`config.mk`:
```
export PLATFORM = sky130hd
export DESIGN_NAME = adbg_xfer_ctrl
export DESIGN_NICKNAME = d
export VERILOG_FILES = /design/src/rtl/adbg_xfer_pkg.sv /design/src/rtl/adbg_xfer_ctrl_timer.sv /design/src/rtl/adbg_xfer_ctrl.sv
export SDC_FILE = /design/constraint.sdc
export NUM_CORES = 1
export LEC_CHECK = 0
export CAP_MARGIN = 10
export CORE_MARGIN = 3
export CORE_UTILIZATION = 25
export CTS_BUF_LIST = sky130_fd_sc_hd__clkbuf_2
export DETAILED_ROUTE_END_ITERATION = 12
export PLACE_DENSITY = 0.53
export SETUP_SLACK_MARGIN = 0.2
export SYNTH_ARGS = -nofsm -noshare
export SYNTH_HDL_FRONTEND = slang
export SYNTH_SLANG_ARGS = --single-unit
export TNS_END_PERCENT = 30
```
`constraint.sdc`:
```
create_clock -name i_clk -period 1.8 [get_ports i_clk]
set_clock_uncertainty 0.1 [all_clocks]
set_input_delay 0.18 -clock i_clk [delete_from_list [all_inputs] [get_ports i_clk]]
set_output_delay 0.18 -clock i_clk [all_outputs]
set_load 0.01 [all_outputs]
```
`src/rtl/adbg_xfer_pkg.sv`:
```
// -----------------------------------------------------------------------------
// adbg_xfer_pkg
// Shared definitions for the debug-interface toggle-handshake transfer
// sequencer: FSM state encoding, default parameter values and a helper that
// sizes the WAIT_ACK supervision timer.
// -----------------------------------------------------------------------------
package adbg_xfer_pkg;

  // Default width of a transferred word.
  localparam int XFER_DW_DEF      = 32;
  // Default number of WAIT_ACK cycles before a timeout is declared.
  localparam int XFER_TIMEOUT_DEF = 255;

  typedef enum logic [1:0] {
    IDLE     = 2'd0,
    LAUNCH   = 2'd1,
    WAIT_ACK = 2'd2,
    CLEAR    = 2'd3
  } xfer_state_t;

  // Counter width able to hold the value 'cycles' itself.
  function automatic int tmr_width(input int cycles);
    return $clog2(cycles + 1);
  endfunction

endpackage

```
`src/rtl/adbg_xfer_ctrl_timer.sv`:
```
// -----------------------------------------------------------------------------
// adbg_xfer_timer
// Clearable saturating up-counter used to supervise the WAIT_ACK phase.
//
// Parameters:
//   LIMIT       saturation value (>= 2)
// Ports:
//   i_clk       clock, posedge
//   i_rstn      synchronous active-low reset, clears the count
//   i_clr       synchronous clear (has priority over increment)
//   i_inc       increment by one, saturating at LIMIT
//   o_expire    high while the count equals LIMIT-1, i.e. the next increment
//               makes the count reach LIMIT
// -----------------------------------------------------------------------------
module adbg_xfer_timer
  import adbg_xfer_pkg::*;
#(
  parameter int LIMIT = XFER_TIMEOUT_DEF
) (
  input  logic i_clk,
  input  logic i_rstn,
  input  logic i_clr,
  input  logic i_inc,
  output logic o_expire
);

  localparam int             CW     = tmr_width(LIMIT);
  localparam logic [CW-1:0]  SAT_V  = CW'(LIMIT);
  localparam logic [CW-1:0]  LAST_V = CW'(LIMIT - 1);

  logic [CW-1:0] r_count;

  always_ff @(posedge i_clk) begin
    if (!i_rstn) begin
      r_count <= '0;
    end else if (i_clr) begin
      r_count <= '0;
    end else if (i_inc && (r_count != SAT_V)) begin
      r_count <= r_count + 1'b1;
    end
  end

  // Flagged one count early so the owner can act on the same edge at which
  // the count reaches LIMIT.
  assign o_expire = (r_count == LAST_V);

endmodule

```
`src/rtl/adbg_xfer_ctrl.sv`:
```
// -----------------------------------------------------------------------------
// adbg_xfer_ctrl
// Source-side sequencer for a toggle-handshake clock-domain crossing. One word
// is accepted per request, held on o_xfer_data, and announced to the far
// domain by inverting o_xfer_toggle. The far domain's returned toggle arrives
// through a local toggle synchronizer whose sticky output is i_ack_in; this
// block clears that synchronizer via o_ack_clr in LAUNCH (flushing any stale
// acknowledge) and again in CLEAR (consuming the current one).
//
// Optional feature: define ADBG_XFER_TIMEOUT_EN to build the WAIT_ACK timer
// and the sticky timeout flag. Without it WAIT_ACK waits indefinitely,
// o_timeout_err is tied low and i_err_clr is ignored.
//
// Handshake: a word is transferred on any rising clock edge where
// i_req_valid && o_req_ready; i_req_data is sampled on that edge only.
// o_req_ready depends on the state register alone, never on i_req_valid.
//
// Parameters:
//   DW              word width
//   TIMEOUT_CYCLES  WAIT_ACK cycles before timeout (>= 2)
// Ports:
//   i_clk           clock, posedge
//   i_rstn          synchronous active-low reset
//   i_req_valid     requester has a word
//   i_req_data      word to transfer
//   o_req_ready     block can accept (state == IDLE)
//   o_xfer_data     registered word presented to the far domain
//   o_xfer_toggle   registered toggle to the far synchronizer
//   i_ack_in        sticky acknowledge from the local synchronizer
//   o_ack_clr       clear to the local synchronizer (LAUNCH, CLEAR)
//   o_done          one-cycle pulse when a transfer is acknowledged
//   o_busy          state != IDLE
//   o_timeout_err   sticky timeout flag
//   i_err_clr       clears o_timeout_err (a simultaneous set wins)
//   o_dbg_state     current FSM state encoding (xfer_state_t)
// -----------------------------------------------------------------------------
module adbg_xfer_ctrl
  import adbg_xfer_pkg::*;
#(
  parameter int DW             = XFER_DW_DEF,
  parameter int TIMEOUT_CYCLES = XFER_TIMEOUT_DEF
) (
  input  logic          i_clk,
  input  logic          i_rstn,
  input  logic          i_req_valid,
  input  logic [DW-1:0] i_req_data,
  output logic          o_req_ready,
  output logic [DW-1:0] o_xfer_data,
  output logic          o_xfer_toggle,
  input  logic          i_ack_in,
  output logic          o_ack_clr,
  output logic          o_done,
  output logic          o_busy,
  output logic          o_timeout_err,
  input  logic          i_err_clr,
  output logic [1:0]    o_dbg_state
);

  xfer_state_t   r_state;
  logic [DW-1:0] r_xfer_data;
  logic          r_toggle;
  logic          r_done;
  logic          w_timeout;

`ifdef ADBG_XFER_TIMEOUT_EN
  logic w_tmr_clr;
  logic w_tmr_inc;
  logic w_tmr_expire;
  logic r_timeout_err;

  // Timer restarts on the LAUNCH -> WAIT_ACK edge and counts every WAIT_ACK
  // cycle that passes without an acknowledge.
  assign w_tmr_clr = (r_state == LAUNCH);
  assign w_tmr_inc = (r_state == WAIT_ACK) && !i_ack_in;

  adbg_xfer_timer #(
    .LIMIT (TIMEOUT_CYCLES)
  ) u_timer (
    .i_clk    (i_clk),
    .i_rstn   (i_rstn),
    .i_clr    (w_tmr_clr),
    .i_inc    (w_tmr_inc),
    .o_expire (w_tmr_expire)
  );

  // An acknowledge in the expiry cycle takes precedence over the timeout.
  assign w_timeout = (r_state == WAIT_ACK) && !i_ack_in && w_tmr_expire;

  always_ff @(posedge i_clk) begin
    if (!i_rstn) begin
      r_timeout_err <= 1'b0;
    end else if (w_timeout) begin
      r_timeout_err <= 1'b1;
    end else if (i_err_clr) begin
      r_timeout_err <= 1'b0;
    end
  end

  assign o_timeout_err = r_timeout_err;
`else
  localparam int unused_timeout_cycles = TIMEOUT_CYCLES;
  logic w_unused_err_clr;

  assign w_unused_err_clr = i_err_clr;
  assign w_timeout        = 1'b0;
  assign o_timeout_err    = 1'b0;
`endif

  // Sequencer. The word register only loads on acceptance, so the crossing
  // bus is stable for at least the LAUNCH cycle before the toggle flips and
  // for the whole toggle phase after it.
  always_ff @(posedge i_clk) begin
    if (!i_rstn) begin
      r_state     <= IDLE;
      r_xfer_data <= '0;
      r_toggle    <= 1'b0;
      r_done      <= 1'b0;
    end else begin
      r_done <= 1'b0;
      case (r_state)
        IDLE: begin
          // i_ack_in is deliberately ignored here; any stale value is
          // flushed by the clear issued in LAUNCH.
          if (i_req_valid) begin
            r_xfer_data <= i_req_data;
            r_state     <= LAUNCH;
          end
        end
        LAUNCH: begin
          r_toggle <= ~r_toggle;
          r_state  <= WAIT_ACK;
        end
        WAIT_ACK: begin
          if (i_ack_in) begin
            r_done  <= 1'b1;
            r_state <= CLEAR;
          end else if (w_timeout) begin
            r_state <= CLEAR;
          end
        end
        CLEAR: begin
          r_state <= IDLE;
        end
        default: begin
          r_state <= IDLE;
        end
      endcase
    end
  end

  // State-decoded outputs: no combinational path from any input.
  assign o_req_ready   = (r_state == IDLE);
  assign o_busy        = (r_state != IDLE);
  assign o_ack_clr     = (r_state == LAUNCH) || (r_state == CLEAR);
  assign o_xfer_data   = r_xfer_data;
  assign o_xfer_toggle = r_toggle;
  assign o_done        = r_done;
  assign o_dbg_state   = r_state;

endmodule
```
==> metrics.md <==
| Metric | Value |
|---|---|
| Per-cell routed wire length | `~12 um` |
| Area contributors post-synth | `dfxtp_1 (46%), a21boi_2 (21%), nand2_1 (16%)` |
| Crit path DAT | `around 1.4 ns` |
| Syn Inst Count | `around 170` |
| Area growth from synthesis to layout | `61.4%` |
| Slew Viols, Final | `0` |
| Number of synthesized flops with an enable pin | `0` |
| Initial antenna violation count | `0` |
| Setup-failing EPs final | `0` |
| Total of fill cells in the finished design | `605` |
| Hpwl dp | `approximately 2600 um` |
| Worst EP required | `1.52 ns` |
| Mapped Nets | `between 200 and 250` |
| GRT Util Overall | `0.107` |
| Min-delay src | `i_req_data[23]` |
| First-pass GRT wire length | `between 6000 and 7000 um` |
| Remaining DRCs | `0` |
| Final nets | `roughly 290` |
| Hold Fails Final Rpt | `0` |
| Leakage | `1.04 nW` |
| Die Footprint | `roughly 7200 um^2` |
| Commonest non-fill, non-tap cell in the layout | `nand2_1` |
| Vias | `1325` |
| Clk buf depth | `2` |
| Crit path launch type | `flip-flop` |
| Synth async-reset ratio | `0` |
| Overflow after GRT | `0` |
| Worst-path clk slew | `between 0.15 and 0.2 ns` |
| # rows | `28` |
| Max-cap violation count | `0` |
| Remaining antenna violation count after routing | `0` |
| # port buffers | `74` |
| Mean Syn Cell Area | `9.35 um^2` |
| Number of H-tree levels | `2` |
| Sink Count | `36` |
| CTS tree | `yes` |
| Synth cell types | `22` |
| Vias/cell | `approximately 4.1` |
| Hold crit path type | `input port to flip-flop` |
| Die Ht | `85.0 um` |
| Reg-to-reg startpoint | `o_dbg_state[0]$_SDFFE_PN0P_` |
| Register area | `between 700 and 800 um^2` |
| Drt pass-1 iters | `2` |
| # diodes | `0` |
| Root Driver | `clkbuf_2` |
| Synth top area share | `0.462` |
| Fraction of layout cells with a size suffix above 1 | `0.263` |
| Max Freq | `roughly 600 MHz` |
| Pin count of the biggest net entering global routing | `27` |
| Yosys reg bits | `36` |
| Status | `finished clean` |
| RSZ-0062 raised after global routing | `yes` |
| DP Cell Count | `between 300 and 400` |
| CP endpoint kind | `primary output` |
| Routability cong. | `around 0.6` |
| IO Count | `77` |
| CTS hold repair buffers | `0` |
| CP Launch Point | `o_dbg_state[0]$_SDFFE_PN0P_` |
| Die Wd | `around 85 um` |
| Vias in the first global route | `approximately 1400` |
| Tot Pwr | `around 2.8 mW` |
| Worst hold stages | `3` |
| Core area | `about 6000 um^2` |
| Peak VDD IR | `approximately 0.56 mV` |
| CTS Buf Count | `5` |
| Cell Area, Synth | `roughly 1600 um^2` |
| Worst setup path category | `flip-flop to primary output` |
| Worst-skew pair later-pin latency | `around 0.36 ns` |
| Worst path slowest cell | `dfxtp_4` |
| Footprint of the multi-input gates | `~780 um^2` |
| YS warnings | `0` |
| CP max FO | `3` |
| Tcrit/Tclk final | `0.922` |
| Setup TNS | `0 ns` |
| Most frequent cells in the layout | `nand2_1 (66), clkdlybuf4s50_1 (64), dfxtp_1 (31), a21boi_2 (29), buf_4 (8)` |
| Final WL | `roughly 3700 um` |
| Synth area leader | `dfxtp_1` |
| DR iter-0 viols | `just over 50` |
| Critical path's largest stage delay | `around 0.4 ns` |
| Clock period minus worst slack | `approximately 1.7 ns` |
| Worst-path cell chain | `buf_4 -> ha_2 -> or2_4 -> buf_6` |
| Pwr dens | `1110 nW/um^2` |
| Initial Util | `0.261` |
| Main flop type after synthesis | `dfxtp_1` |
| Worst R2R Path Depth | `8` |
| Layout Cells excl Fill | `322` |
| Sequential share of the synthesized area | `0.462` |
power breakdown:
part	switching, mW	internal, mW
Clock	0.256	0.0931
Sequential	0.0822	0.970
Combinational	0.632	0.764
Total	0.970	1.83
worst paths after layout:
| kind | end | slack [ns] |
|---|---|---|
| hold / removal | o_xfer_data[23]$_SDFFE_PN0P_ | 0.25 |
| setup / recovery | o_ack_clr | 0.14 |
| hold reg to reg | o_xfer_data[10]$_SDFFE_PN0P_ | 0.37 |
| setup reg to reg | o_xfer_data[15]$_SDFFE_PN0P_ | 0.20 |
cell families (layout without fill, tap and decap cells):
| family | count (synthesis) | count (layout) | synth area share |
|---|---|---|---|
| adders and majority gates | 5 | 5 | 0.0401 |
| muxes | 1 | 1 | 0.00641 |
| other | 1 | 1 | 0.00240 |
| xor gates and xnor gates | 1 | 1 | 0.00561 |
| DFF | 36 | 36 | 0.462 |
| buffers and inverters | 16 | 96 | 0.0633 |
| and+or+nand+nor | 72 | 72 | 0.183 |
| AOI/OAI and AO/OA | 35 | 35 | 0.238 |
worst max-delay path: cells and delay by family, from the launching register on:
kind / cells / cell delay (ns)
adders and majority gates: 1 / 0.16
buffers and inverters: 2 / 0.25
DFF: 1 / 0.39
and+or+nand+nor: 1 / 0.22
metal layers:
metal,share of wire,routed length [um],GRT usage
met2,0.44,1630,0.167
met1,0.46,1730,0.133
met3,0.091,342,0.0408
met5,0,0,0
met4,0.010,38,0.0388
cell usage after synthesis (2+ instances only):
library cell / number
nand2_1: 66
a21boi_0: 2
clkbuf_1: 3
buf_2: 4
and2_1: 2
ha_1: 5
inv_1: 4
a21boi_2: 29
dfxtp_1: 36
buf_6: 4
state kept, by name, indices dropped and copies added (netlist names):
signal         flops
o_done             1
o_xfer_toggle      1
o_xfer_data       32
o_dbg_state        2
stage by stage:
| stage | utilization | cell area (um^2) | setup WS [ns] | hold slack [ns] |
|---|---|---|---|---|
| finish | 0.421 | 2520 | 0.141 | 0.250 |
| global route | 0.421 | 2520 | 0.0456 | 0.197 |
| CTS | 0.408 | 2440 | 0.0919 | 0.208 |
| detailed placement | 0.393 | 2360 | 0.0518 | 0.356 |
| global placement | 0.393 | 2360 | 0.0610 | 0.349 |
| floorplan | - | 1560 | 0.321 | 0.206 |
timing repair:
action                                  4_1_cts  5_1_grt
cloned                                        0        1
pin swaps                                     1        0
endpoints found under the hold margin         0        0
endpoints found under the setup margin        9       71
gates resized for setup                      22       21
setup buffers                                 4        0
area by class of cell:
class / instances / area share
repair buffers: 85 / 0.344
multi-input cells: 115 / 0.308
flip-flops and latches: 36 / 0.289
well taps: 75 / 0.0372
clock buffers: 6 / 0.0119
inverters: 4 / 0.00695
clock inverters: 1 / 0.00199
No activity file was read; power rests on OpenSTA's default activity.
